--- src/rtl/jk_bank_arbiter.sv ---
// Round-robin arbiter/sequencer sharing one WIDTH-bit JK flip-flop bank between two requesters.
// Optional abort support is compiled in when the macro JKB_ABORT_EN is defined.
module jk_bank_arbiter #(
  parameter int WIDTH = 8,
  parameter int RPT_W = 4
) (
  input  logic             clk,
  input  logic             reset,
  input  logic             req0,
  input  logic [1:0]       op0,
  input  logic [WIDTH-1:0] mask0,
  input  logic [RPT_W-1:0] rpt0,
  input  logic             req1,
  input  logic [1:0]       op1,
  input  logic [WIDTH-1:0] mask1,
  input  logic [RPT_W-1:0] rpt1,
  input  logic             abort,
  output logic             ack0,
  output logic             ack1,
  output logic [WIDTH-1:0] q,
  output logic             busy,
  output logic             owner,
  output logic             aborted,
  output logic [1:0]       dbg_state
);

  // Handshake: a requester raises req with op/mask/rpt stable and holds them until its
  // one-cycle ack; req is only sampled in IDLE, so a req still high there is a new request.
  typedef enum logic [1:0] {
    S_IDLE  = 2'd0,
    S_APPLY = 2'd1,
    S_DONE  = 2'd2
  } state_t;

  state_t           state_q, state_d;
  logic [WIDTH-1:0] q_q, q_d;
  logic [WIDTH-1:0] mask_q, mask_d;
  logic [1:0]       op_q, op_d;
  logic [RPT_W-1:0] cnt_q, cnt_d;
  logic             owner_q, owner_d;
  logic             last_grant_q, last_grant_d;
  logic             busy_q, busy_d;
  logic             ack0_q, ack0_d;
  logic             ack1_q, ack1_d;
  logic             aborted_q, aborted_d;
  logic             grant_sel;
  logic             abort_hit;

`ifdef JKB_ABORT_EN
  assign abort_hit = abort;
`else
  logic unused_abort;
  assign unused_abort = abort;
  assign abort_hit    = 1'b0;
`endif

  // Per-bit JK update restricted to the masked cells; no interaction between bits.
  function automatic logic [WIDTH-1:0] jk_apply(input logic [WIDTH-1:0] cur,
                                                input logic [1:0]       op,
                                                input logic [WIDTH-1:0] m);
    logic [WIDTH-1:0] nxt;
    case (op)
      2'b01:   nxt = '0;
      2'b10:   nxt = '1;
      2'b11:   nxt = ~cur;
      default: nxt = cur;
    endcase
    return (cur & ~m) | (nxt & m);
  endfunction

  always_comb begin
    state_d      = state_q;
    q_d          = q_q;
    op_d         = op_q;
    mask_d       = mask_q;
    cnt_d        = cnt_q;
    owner_d      = owner_q;
    last_grant_d = last_grant_q;
    busy_d       = busy_q;
    ack0_d       = 1'b0;
    ack1_d       = 1'b0;
    aborted_d    = 1'b0;
    grant_sel    = 1'b0;
    case (state_q)
      S_IDLE: begin
        if (req0 || req1) begin
          grant_sel = (req0 && req1) ? ~last_grant_q : req1;
          owner_d   = grant_sel;
          op_d      = grant_sel ? op1 : op0;
          mask_d    = grant_sel ? mask1 : mask0;
          cnt_d     = grant_sel ? rpt1 : rpt0;
          busy_d    = 1'b1;
          state_d   = S_APPLY;
        end
      end
      S_APPLY: begin
        if (abort_hit) begin
          // The aborting cycle's application is dropped entirely.
          ack0_d    = ~owner_q;
          ack1_d    = owner_q;
          aborted_d = 1'b1;
          state_d   = S_DONE;
        end else begin
          q_d = jk_apply(q_q, op_q, mask_q);
          if (cnt_q == '0) begin
            ack0_d  = ~owner_q;
            ack1_d  = owner_q;
            state_d = S_DONE;
          end else begin
            cnt_d = cnt_q - RPT_W'(1);
          end
        end
      end
      S_DONE: begin
        last_grant_d = owner_q;
        busy_d       = 1'b0;
        state_d      = S_IDLE;
      end
      default: begin
        busy_d  = 1'b0;
        state_d = S_IDLE;
      end
    endcase
  end

  always_ff @(posedge clk or negedge reset) begin
    if (!reset) begin
      state_q      <= S_IDLE;
      q_q          <= '0;
      op_q         <= 2'b00;
      mask_q       <= '0;
      cnt_q        <= '0;
      owner_q      <= 1'b0;
      last_grant_q <= 1'b1;
      busy_q       <= 1'b0;
      ack0_q       <= 1'b0;
      ack1_q       <= 1'b0;
      aborted_q    <= 1'b0;
    end else begin
      state_q      <= state_d;
      q_q          <= q_d;
      op_q         <= op_d;
      mask_q       <= mask_d;
      cnt_q        <= cnt_d;
      owner_q      <= owner_d;
      last_grant_q <= last_grant_d;
      busy_q       <= busy_d;
      ack0_q       <= ack0_d;
      ack1_q       <= ack1_d;
      aborted_q    <= aborted_d;
    end
  end

  assign q         = q_q;
  assign busy      = busy_q;
  assign owner     = owner_q;
  assign ack0      = ack0_q;
  assign ack1      = ack1_q;
  assign aborted   = aborted_q;
  assign dbg_state = state_q;

endmodule
--- config.mk ---
export PLATFORM = sky130hd
export DESIGN_NAME = jk_bank_arbiter
export DESIGN_NICKNAME = d
export VERILOG_FILES = /design/src/rtl/jk_bank_arbiter.sv
export SDC_FILE = /design/constraint.sdc
export NUM_CORES = 1
export LEC_CHECK = 0
export BUFFER_PORTS_ARGS = -buffer_cell sky130_fd_sc_hd__buf_4
export CORE_MARGIN = 2
export CORE_UTILIZATION = 45
export CTS_CLUSTER_DIAMETER = 120
export DETAILED_ROUTE_END_ITERATION = 12
export GPL_TIMING_DRIVEN = 1
export PLACE_DENSITY = 0.78
export SLEW_MARGIN = 15
export SYNTH_ARGS = -nofsm -noshare
export SYNTH_HDL_FRONTEND = slang
export SYNTH_SLANG_ARGS = --single-unit
--- constraint.sdc ---
create_clock -name clk -period 3.7 [get_ports clk]
set_clock_uncertainty 0.15 [all_clocks]
set_input_delay 0.185 -clock clk [delete_from_list [all_inputs] [get_ports clk]]
set_output_delay 0.185 -clock clk [all_outputs]
set_load 0.02 [all_outputs]
==> results.json, run 1 <==
{
  "outcome": "finished with violations",
  "violations": "design-rule violations",
  "dp.cells": 195,
  "drtPass1Iterations": 8,
  "r2r_setup_slack_ns": 1.73,
  "drive_above_1_share_pct": 31.91,
  "setup_viol": 0,
  "period_minus_slack_ns": 1.972,
  "crit_end": "mask_q[1]",
  "insertion_delay_ns": 0.32,
  "core-area_um2": 2805,
  "synthesis.area_um2": 1354,
  "numCtsBuffers": 5,
  "reg2regPathDepth": 5,
  "post-route-util_pct": 67.71,
  "yosys-top-cells-area": "dfrtp_1 52%, mux2i_1 8.9%, a21oi_1 4.1%",
  "synth_nets": 160,
  "syn_inst": 126,
  "dp.final_hpwl_um": 2063,
  "worst-setup-path-type": "flop to flop",
  "die_area_um2": 3463,
  "finalHoldViolations": 0,
  "place.gp.congestion": 0.7375,
  "ys_types": 32,
  "rsz0062_at_grt": "no",
  "root_buffer": "clkbuf_4",
  "die_y_um": 58.85,
  "cts_max_level": 2,
  "drv_slew": 0,
  "hp-class": "input port to flop",
  "clk_pin_slew_ns": 0.09,
  "path_max_fanout": 17,
  "fin_nets": 221,
  "endpoint_kind": "flop",
  "port_buffers": 45,
  "tightest_slew_ns": 0.7960,
  "clk_path_buf_depth": 2,
  "grt_pass1_vias": 1145,
  "clock.fmax_ghz": 0.5072,
  "setup_tns_ns": 0,
  "crit_family": "buffers and inverters",
  "fin_crit_sh_pct": 53.29,
  "drc": 1,
  "synth_top_cell_by_area": "dfrtp_1",
  "power.total_mw": 1.397,
  "row_count": 19,
  "start_util_pct": 48.26,
  "r2r_end": "mask_q[1]",
  "final_cells": 219,
  "cp-startpoint": "last_grant_q",
  "num_antenna_cells": 0,
  "dpl_worst_slack_ns": 1.816,
  "yosys.area.top_type_share_pct": 51.76,
  "vias": 1158,
  "power_density_nw_per_um2": 735.6,
  "antenna_found_initial": 0,
  "wl_per_cell_um": 13.78,
  "max-vdd-ir-drop_mv": 0.3436,
  "post_cts_resized": 0,
  "track_usage_pct": 20.47,
  "power_leakage_nw": 0.9221,
  "wl_um": 3018,
  "die_x_um": 58.85,
  "grt-ovfl-total": 0,
  "ant_nets": 0,
  "avgSynthCellArea_um2": 10.74,
  "cts_tree": "done",
  "ys_warn_count": 0,
  "maxCapViolCount": 0,
  "pin_count": 48,
  "via_per_inst": 5.288,
  "min-delay-start": "mask0[0]",
  "crit_chain": "a21boi_2 > buf_4 > mux2i_1 > dlygate4sd3_1 > o21ai_1",
  "num-fill-cells": 217,
  "worst_slack_ns": 1.728,
  "worst-path-stages": 5,
  "max_stage_delay_ns": 0.57,
  "relSlewSlack_pct": 46.93,
  "cp_slowest_cell": "dlygate4sd3_1",
  "first_iter_violations": 30,
  "cts_sinks": 29,
  "required_ns": 3.72,
  "start_kind": "flop",
  "area_growth_pct": 40.30,
  "yosys_register_bits": 29,
  "grt_max_degree": 30,
  "yosysSeqAreaShare_pct": 53.70,
  "crit_buf_inv": 2,
  "grt_pass1_wl_um": 5092,
  "rr_startpoint": "last_grant_q",
  "crit_arrival_ns": 1.99
}
## kinds of logic after synthesis
family,Yosys count,synth area share (%)
DFF,29,53.70
adders and majority gates,1,0.9241
and+or+nand+nor,29,10.63
muxes,16,12.48
AOI/OAI and AO/OA,37,16.17
buffers and inverters,11,4.528
xor gates and xnor gates,2,1.294
other,1,0.2770
## cells in the mapped netlist (all sizes together)
master and number:
o22ai 1, conb 1, a211oi 2, dfstp 1
dfrtp 28, xnor2 1, a21oi 11, o21ai 12
inv 3, nor3 1, a21boi 1, a22oi 1
nor2 4, nor2b 4, and3 1, mux2i 12
o31ai 1, mux2 4, a31oi 8, xor2 1
clkbuf 1, buf 7, and2 3, nor3b 1
nand2b 2, or2 2, nand2 11, ha 1
## power breakdown
| part | internal [mW] | switching (mW) |
|---|---|---|
| registers | 0.466 | 0.115 |
| logic | 0.299 | 0.338 |
| clock network | 0.0722 | 0.107 |
## metal layers
| metal | track usage [%] | wire length, µm | vias to the layer above |
|---|---|---|---|
| li1 | - | - | 563 |
| met1 | 22.32 | 1162 | 542 |
| met2 | 34.60 | 1616 | 43 |
| met3 | 6.813 | 139 | 10 |
| met4 | 11.69 | 99 | 0 |
| met5 | 0 | 0 | - |
## layout by cell type (no fill, tap or decap), types with 3 or more instances in the layout
cell,netlist,routed
a21oi_1,11,11
a31oi_1,8,8
and2_1,3,3
buf_4,2,46
clkbuf_4,0,5
dfrtp_1,28,28
dlygate4sd3_1,0,16
inv_1,3,3
mux2_2,3,3
mux2i_1,12,12
nand2_1,11,11
nor2_1,4,4
nor2b_1,4,4
o21ai_0,3,3
o21ai_1,9,9
## per-stage QoR
| step | hold slack (ns) | cell area (µm²) |
|---|---|---|
| 6_report | 0.01232 | 1899 |
| 4_1_cts | 0.005733 | 1899 |
| 5_1_grt | 0.01121 | 1899 |
| 2_1_floorplan | -0.2606 | 1354 |
| 3_3_place_gp | -0.02877 | 1688 |
| 3_5_place_dp | -0.02223 | 1688 |
## repair_timing
item                      CTS  global route
hold endpoints to repair   37             0
setup buffers               0             0
hold buffers               16             0
## layout make-up
cell class	instances	area [µm²]	area share, %
clock buffer	6	41.29	2.174
tap	31	38.79	2.042
multi-input combinational	86	565.5	29.78
clock inverter	2	10.01	0.5270
inverter	3	11.26	0.5929
sequential	29	726.9	38.27
timing repair buffer	62	505.5	26.61
## worst min-delay path by stage
stage | end | slack, ns | depth (start not counted)
floorplan | async pin | -0.26 | 0
global placement | cnt_q[3] | -0.03 | 1
detailed placement | dbg_state[0] | -0.02 | 1
CTS | mask_q[0] | 0.006 | 3
global route | mask_q[0] | 0.01 | 3
finish | mask_q[0] | 0.01 | 3
## worst min-delay path, stage by stage
cell and delay, ns:
buf_4 0.08, mux2i_1 0.06, o21ai_1 0.12
Note: power is estimated with default switching activity, not from simulation.
==> run 2, diff against run 1 <==
--- a/config.mk
+++ b/config.mk
@@ -7,11 +7,11 @@
 export LEC_CHECK = 0
 export BUFFER_PORTS_ARGS = -buffer_cell sky130_fd_sc_hd__buf_4
 export CORE_MARGIN = 2
-export CORE_UTILIZATION = 45
+export CORE_UTILIZATION = 44
 export CTS_CLUSTER_DIAMETER = 120
 export DETAILED_ROUTE_END_ITERATION = 12
 export GPL_TIMING_DRIVEN = 1
-export PLACE_DENSITY = 0.78
+export PLACE_DENSITY = 0.8
 export SLEW_MARGIN = 15
 export SYNTH_ARGS = -nofsm -noshare
 export SYNTH_HDL_FRONTEND = slang
==> constraint.sdc (replaced) <==
create_clock -name clk -period 1.75 [get_ports clk]
set_clock_uncertainty 0.15 [all_clocks]
set_input_delay 0.0875 -clock clk [delete_from_list [all_inputs] [get_ports clk]]
set_output_delay 0.0875 -clock clk [all_outputs]
set_load 0.02 [all_outputs]
==> run 2 against run 1 <==
- the flow now finishes without violations
- flip-flop and latch count stayed put
- largest power group unchanged
- highest routed layer unchanged
- register-to-register slack worse by 1.7 ns
- setup slack lost 1.7 ns
- clock power increased by 130%
- critical path depth grew 2
- sequential power up 120%
- die area increased by 2.1%
- non-clock buffer count grew 12
- final cell count increased by 5.9%
- cell area grew 7.4%
==> results.json, run 2 (synthesis gave the netlist of run 1 again) <==
{
  "outcome": "finished, final reports clean",
  "insertion_delay_ns": 0.33,
  "multi_input_area_um2": 593.1,
  "root_buffer": "clkbuf_4",
  "num-fill-cells": 222,
  "drc": 0,
  "busiest_layer": "met2",
  "holdWs_ns": 0.01395,
  "start_util_pct": 45.46,
  "fin_nets": 233,
  "crit_arrival_ns": 1.73,
  "first_iter_violations": 32,
  "grt_util_met3_pct": 3.275,
  "ant_nets": 0,
  "clk_path_buf_depth": 2,
  "via_per_inst": 5.198,
  "row_count": 20,
  "core-area_um2": 2978,
  "max-vdd-ir-drop_mv": 0.7026,
  "grt.met1_usage_pct": 21.15,
  "antenna_found_initial": 0,
  "die_area_um2": 3537,
  "pin_count": 48,
  "worst-setup-path-type": "flop to flop",
  "grt_max_degree": 30,
  "grt_pass1_wl_um": 4988,
  "cts_max_level": 2,
  "die_y_um": 59.47,
  "wl_um": 3145,
  "setup_tns_ns": 0,
  "path_max_fanout": 5,
  "port_buffers": 45,
  "drv_slew": 0,
  "dpl_cell_area_um2": 1713,
  "fin_crit_sh_pct": 95.68,
  "endpoint_kind": "flop",
  "stdcell_area_um2": 2041,
  "power_density_nw_per_um2": 1556,
  "gr-usage-met2_pct": 34.54,
  "die_x_um": 59.47,
  "track_usage_pct": 19.17,
  "num_antenna_cells": 0,
  "dp.final_hpwl_um": 1959,
  "power_leakage_nw": 0.9827,
  "place.gp.congestion": 0.8641,
  "start_kind": "flop",
  "drive_above_1_share_pct": 33.67,
  "maxCapViolCount": 0,
  "drtPass1Iterations": 4,
  "ff_latch_area_um2": 726.9,
  "required_ns": 1.80,
  "grt-ovfl-total": 0,
  "hp-class": "input port to flop",
  "numCtsBuffers": 5,
  "cts_tree": "done",
  "period_minus_slack_ns": 1.674,
  "grt_pass1_vias": 1217,
  "final_common_cell": "buf_4",
  "power.total_mw": 3.175,
  "cts_sinks": 29,
  "wl_per_cell_um": 13.56,
  "vias": 1206,
  "clock.fmax_ghz": 0.5972,
  "finalHoldViolations": 0,
  "final_cell_mix": "51 x buf_4, 28 x dfrtp_1, 23 x dlygate4sd3_1, 12 x mux2i_1",
  "setup_viol": 0,
  "area_growth_pct": 50.74,
  "clk_pin_slew_ns": 0.09
}
-- run 2: routing by layer --
layer / up-vias / share of wire [%]
met4: 0 / 3.0
met5: - / 0
met2: 34 / 56
li1: 583 / -
met3: 11 / 3.3
met1: 578 / 38
-- run 2: worst paths after layout --
check                          from            to  slack (ns)  cells past startpoint
setup / recovery           cnt_q[0]      cnt_q[1]        0.08                      7
hold / removal                 req1  dbg_state[0]        0.01                      3
setup reg to reg           cnt_q[0]      cnt_q[1]        0.08                      7
hold reg to reg             op_q[0]       op_q[0]        0.33                      2
max in group asynchronous     reset  last_grant_q        1.07                      2
min in group asynchronous     reset     async pin        0.06                      2
-- run 2: metrics by stage --
stage	utilization [%]	instances	setup WS, ns
floorplan	-	126	0.09591
global route	68.53	232	-0.02206
finish	68.53	232	0.07552
detailed placement	57.52	200	-0.03421
CTS	67.27	230	0.005193
global placement	57.52	200	0.07376
-- run 2: power by group --
part           total, mW  switching, mW  internal [mW]
Combinational       1.51          0.764          0.746
Clock              0.416          0.226          0.189
Sequential          1.25          0.264          0.985
-- run 2: timing repair --
item                                    4_1_cts  5_1_grt
gates resized for setup                       1        5
hold endpoints to repair                     40        0
pin swaps                                     0        2
buffers inserted                              0        2
endpoints found under the setup margin        2        2
hold buffers                                 23        0
-- run 2: critical path, stage by stage (launching register included) --
cell	delay, ns
dfrtp_1	0.41
inv_1	0.07
ha_2	0.18
nor3b_4	0.26
o22ai_4	0.14
buf_4	0.15
nor2_1	0.11
a21oi_1	0.07
-- run 2: area by class of cell --
cell class	instances	share of cell area [%]
multi-input cells	86	29.06
well taps	33	2.023
repair buffers	74	30.04
clock buffers	7	2.698
inverters	3	0.5518
flip-flops and latches	29	35.62
